===== src/rtl/wb_block_reader.sv =====
// Pipelined Wishbone block reader: fetches count_i consecutive 32-bit words from base_i,
// one transaction outstanding, and streams them out over a valid/ready handshake.
module wb_block_reader #(
  parameter int unsigned TIMEOUT = 255
) (
  input  logic        clk_i,
  input  logic        rst_n_i,
  input  logic        start_i,
  input  logic [31:0] base_i,
  input  logic [7:0]  count_i,
  output logic        busy_o,
  output logic        done_o,
  output logic        error_o,
  output logic [31:0] data_o,
  output logic        valid_o,
  input  logic        ready_i,
  output logic        wb_cyc_o,
  output logic        wb_stb_o,
  output logic        wb_we_o,
  output logic [3:0]  wb_sel_o,
  output logic [31:0] wb_adr_o,
  output logic [31:0] wb_dat_o,
  input  logic [31:0] wb_dat_i,
  input  logic        wb_ack_i,
  input  logic        wb_err_i,
  input  logic        wb_rty_i,
  input  logic        wb_stall_i
);

  typedef enum logic [1:0] {S_IDLE, S_REQ, S_WAIT, S_OUT} state_t;

  localparam logic [15:0] TMO_LAST = 16'(TIMEOUT - 1);

  state_t      r_state;
  logic [29:0] r_addr;
  logic [7:0]  r_cnt;
  logic [15:0] r_tmo;
  logic        r_busy, r_done, r_err, r_valid;
  logic [31:0] r_data;

  // Slave responses count in WAIT, and in REQ only once the strobe has been taken.
  logic w_resp_ok, w_abort, w_ack, w_tmo;
  assign w_resp_ok = (r_state == S_WAIT) || ((r_state == S_REQ) && !wb_stall_i);
  assign w_abort   = w_resp_ok && (wb_err_i || wb_rty_i);
  assign w_ack     = w_resp_ok && wb_ack_i && !wb_err_i && !wb_rty_i;
  assign w_tmo     = (r_tmo == TMO_LAST);

  logic w_unused_ok;
  assign w_unused_ok = &{1'b0, base_i[1:0]};

  always_ff @(posedge clk_i) begin
    if (!rst_n_i) begin
      r_state <= S_IDLE;
      r_addr  <= '0;
      r_cnt   <= '0;
      r_tmo   <= '0;
      r_busy  <= 1'b0;
      r_done  <= 1'b0;
      r_err   <= 1'b0;
      r_valid <= 1'b0;
      r_data  <= '0;
    end else begin
      r_done <= 1'b0;
      r_err  <= 1'b0;
      // busy stays up through the done cycle so a start there is still ignored
      if (r_done) r_busy <= 1'b0;
      case (r_state)
        S_IDLE: begin
          if (start_i && !r_busy) begin
            r_addr  <= base_i[31:2];
            r_cnt   <= count_i;
            r_tmo   <= '0;
            r_busy  <= 1'b1;
            r_state <= S_REQ;
          end
        end
        S_REQ, S_WAIT: begin
          if (w_abort || (!w_ack && w_tmo)) begin
            r_done  <= 1'b1;
            r_err   <= 1'b1;
            r_state <= S_IDLE;
          end else if (w_ack) begin
            r_data  <= wb_dat_i;
            r_valid <= 1'b1;
            r_state <= S_OUT;
          end else begin
            r_tmo <= r_tmo + 16'd1;
            if (r_state == S_REQ && !wb_stall_i) r_state <= S_WAIT;
          end
        end
        S_OUT: begin
          if (ready_i) begin
            r_valid <= 1'b0;
            r_addr  <= r_addr + 30'd1;
            r_cnt   <= r_cnt - 8'd1;
            // count 0 wraps through 255 down to 1, giving 256 words
            if (r_cnt == 8'd1) begin
              r_done  <= 1'b1;
              r_state <= S_IDLE;
            end else begin
              r_tmo   <= '0;
              r_state <= S_REQ;
            end
          end
        end
        default: r_state <= S_IDLE;
      endcase
    end
  end

  assign busy_o   = r_busy;
  assign done_o   = r_done;
  assign error_o  = r_err;
  assign data_o   = r_data;
  assign valid_o  = r_valid;
  assign wb_cyc_o = (r_state == S_REQ) || (r_state == S_WAIT);
  assign wb_stb_o = (r_state == S_REQ);
  assign wb_we_o  = 1'b0;
  assign wb_sel_o = 4'hF;
  assign wb_adr_o = {r_addr, 2'b00};
  assign wb_dat_o = '0;

endmodule


===== config.mk =====
export PLATFORM = sky130hd
export DESIGN_NAME = wb_block_reader
export DESIGN_NICKNAME = d
export VERILOG_FILES = /design/src/rtl/wb_block_reader.sv
export SDC_FILE = /design/constraint.sdc
export NUM_CORES = 1
export LEC_CHECK = 0
export BUFFER_PORTS_ARGS = -buffer_cell sky130_fd_sc_hd__clkbuf_2
export CAP_MARGIN = 0
export CORE_MARGIN = 4
export CORE_UTILIZATION = 50
export CTS_BUF_LIST = sky130_fd_sc_hd__clkbuf_4
export DETAILED_ROUTE_END_ITERATION = 12
export GPL_ROUTABILITY_DRIVEN = 0
export PLACE_DENSITY_LB_ADDON = 0.3
export SETUP_SLACK_MARGIN = 0.4
export SLEW_MARGIN = 5
export SYNTH_ARGS = -nofsm -noshare
export SYNTH_HDL_FRONTEND = slang
export SYNTH_SLANG_ARGS = --single-unit

===== constraint.sdc =====
create_clock -name clk_i -period 5.1 [get_ports clk_i]
set_input_delay 0.765 -clock clk_i [delete_from_list [all_inputs] [get_ports clk_i]]
set_output_delay 0.765 -clock clk_i [all_outputs]
set_load 0.02 [all_outputs]

==> flow_metrics.py <==
metrics = {
    "timing": {
        "clock.fmax_mhz": 318,
        "fin_crit_sh": 0.617,
        "tns_ns": 0,
        "grt_setup_unrepaired": "false",
        "setup_viol": 0,
        "hold_viol": 0,
        "slew_viol_final": 0,
        "fin_skew_ns": 0.0217,
        "fin_ws_ns": 1.96,
        "layout_min_cycle_time_ns": 3.14,
        "worstMarginPinSlew_ns": 1.14,
        "relSlewSlack": 0.241,
    },
    "routing": {
        "routed_wl_um": 13700,
        "final_antenna_net_count": 0,
        "wl_met3_um": 1160,
        "drt-met1-wl_um": 5520,
        "top_layer": "met4",
        "drt_iter0_drc": 367,
        "drc_errors": 0,
        "wl_per_cell_um": 15.3,
        "num_vias": 5190,
        "first_pass_iters": 5,
        "vias_per_cell": 5.77,
        "dr_wl_met2_um": 6780,
    },
    "clock_tree": {
        "clockRootBuffer": "clkbuf_4",
        "cts_tree": "built",
        "hold_buffers": 0,
        "clkLatencyLatePin_ns": 0.45,
        "cts_max_level": 3,
        "post_cts_buffers": 0,
        "clock_sinks": 92,
        "cts_buffers": 9,
        "path_clk_slew_ns": 0.15,
        "clockBufferDepth": 2,
        "ctsResizeCount": 0,
    },
    "grt": {
        "grt_pass1_vias": 4657,
        "grt_pass1_wl_um": 21500,
        "overflow": 0,
        "grt_max_degree": 65,
        "antenna_found_initial": 0,
        "grt_usage": 0.220,
    },
    "synthesis": {
        "avgSynthCellArea_um2": 7.89,
        "ys_warn_count": 0,
        "synth_area_leader_cell": "dfxtp_1",
        "synthTopCellsByArea": "dfxtp_1, a21oi_1, nand2_1",
        "synthArstFlopShare": 0,
        "synth-edff-count": 0,
        "synthesis.area_um2": 5100,
        "synthCells": 646,
        "yosys.area.top_type_share": 0.361,
        "ys_seq_area_frac": 0.361,
        "ys_seq_elements": 92,
        "synthTopCellsByCount": "nand2_1, dfxtp_1, a21oi_1, buf_4, o21ai_0",
        "synthDistinctLibCells": 70,
        "yosysMostFrequentCell": "nand2_1",
        "synthFlopType": "dfxtp_1",
    },
    "die": {
        "die_x_um": 109,
        "boundaryPins": 187,
        "std_cell_rows": 36,
        "die_h_um": 109,
        "initial_utilization": 0.517,
        "coreArea_um2": 9860,
        "dieArea_um2": 11900,
    },
    "cells_and_area": {
        "layout-drive-gt1-share": 0.253,
        "nets": 850,
        "fill_cells": 935,
        "n_antenna_cell": 0,
        "syn_to_final_growth_pct": 14.0,
    },
    "critical_path": {
        "worst-path-max-fanout": 64,
        "critPathKind": "register to register",
        "arrival_ns": 3.54,
        "crit_path_end_kind": "register",
        "crit_path_start_kind": "register",
        "required_ns": 5.50,
    },
    "power": {
        "power_density_nw_per_um2": 399,
        "power.leakage_nw": 2.33,
        "vdd_drop_max_mv": 0.199,
    },
    "placement": {
        "hpwl_um": 9530,
        "preCtsSetupSlack_ns": 2.01,
        "portBuffers": 145,
    },
    "status": {
        "outcome": "completed",
    },
    "worst_hold_path": {
        "hp-class": "register to register",
    },
    "flow_run": {
        "maxCapViolCount": 0,
    },
}
## worst paths after layout
| kind | slack [ns] | depth (start not counted) | end | start |
|---|---|---|---|---|
| setup reg to reg | 1.96 | 7 | r_tmo[10]$_SDFFE_PN0P_ | r_state[1]$_SDFFE_PN0P_ |
| hold / removal | 0.47 | 2 | valid_o$_SDFFE_PN0P_ | valid_o$_SDFFE_PN0P_ |
| setup / recovery | 1.96 | 7 | r_tmo[10]$_SDFFE_PN0P_ | r_state[1]$_SDFFE_PN0P_ |
| hold reg to reg | 0.47 | 2 | valid_o$_SDFFE_PN0P_ | valid_o$_SDFFE_PN0P_ |
## worst max-delay path, cell delays in order, from the launching register on
cell and delay (ns):
dfxtp_1 0.42, ha_2 0.20, buf_4 0.50, or2b_2 0.40
o21ai_2 0.16, or2_1 0.76, o21ai_2 0.33, o21ba_2 0.32
## power by group
group	switching, mW	total, mW	internal, mW
combinational	0.618	0.937	0.320
sequential	0.149	0.988	0.838
clock	0.283	0.396	0.113
total	1.05	2.32	1.27
## sequential cells by signal, indices dropped and copies added, names as in the netlist, 2 cells and up
register and count:
data_o 32, r_addr 30, r_tmo 16, r_cnt 8, r_state 2
## kinds of logic (layout without fill, tap and decap cells)
family / after synthesis / count (layout) / synth area share
AND/OR/NAND/NOR: 256 / 256 / 0.262
AO/OA/AOI/OAI: 189 / 189 / 0.239
buffers and inverters: 93 / 176 / 0.103
flip-flops: 92 / 92 / 0.361
adder cells (fa/ha/maj): 9 / 9 / 0.0221
multiplexers: 5 / 5 / 0.0106
other: 2 / 39 / 0.00147
## metrics by stage
stage	hold slack, ns	instance area, um^2	total power, mW	util	cells
4_1_cts	0.466	5810	2.32	0.589	899
3_5_place_dp	0.447	5670	1.93	0.575	883
5_1_grt	0.475	5810	2.48	0.589	899
6_report	0.467	5810	2.32	0.589	899
3_3_place_gp	0.442	5670	1.90	0.575	883
2_1_floorplan	0.452	5240	1.69	-	683
## cell usage in the layout (no fill, tap or decap), types with 6 or more instances in the layout
master / instances
o21ai_0: 28
and3_1: 11
nor4_1: 7
nand4_1: 14
nor3_1: 18
nor2_1: 27
a311oi_1: 7
clkbuf_4: 9
dfxtp_1: 92
o31ai_1: 8
clkbuf_2: 145
a21oi_1: 80
o221a_2: 6
nand2_1: 102
nand3_1: 20
ha_1: 8
a31oi_1: 6
o21a_1: 6
or4_1: 14
and4_1: 7
a211oi_1: 8
conb_1: 39
nor2b_1: 7
inv_1: 10
## final cells by class
type                    count  area (um^2)  share of cell area
clock buffers               9         67.6              0.0116
clock inverters             7         68.8              0.0118
well taps                 133          166              0.0286
repair buffers            148          748               0.129
inverters                  12         45.0             0.00775
flip-flops and latches     92         1840               0.317
multi-input cells         498         2870               0.494
## routing by layer
| layer | GRT usage | up-vias |
|---|---|---|
| li1 | - | 2524 |
| met1 | 0.275 | 2409 |
| met2 | 0.382 | 235 |
| met3 | 0.0409 | 22 |
| met4 | 0.0721 | 0 |
| met5 | 0 | - |
Power figures use the tool's default switching activity.
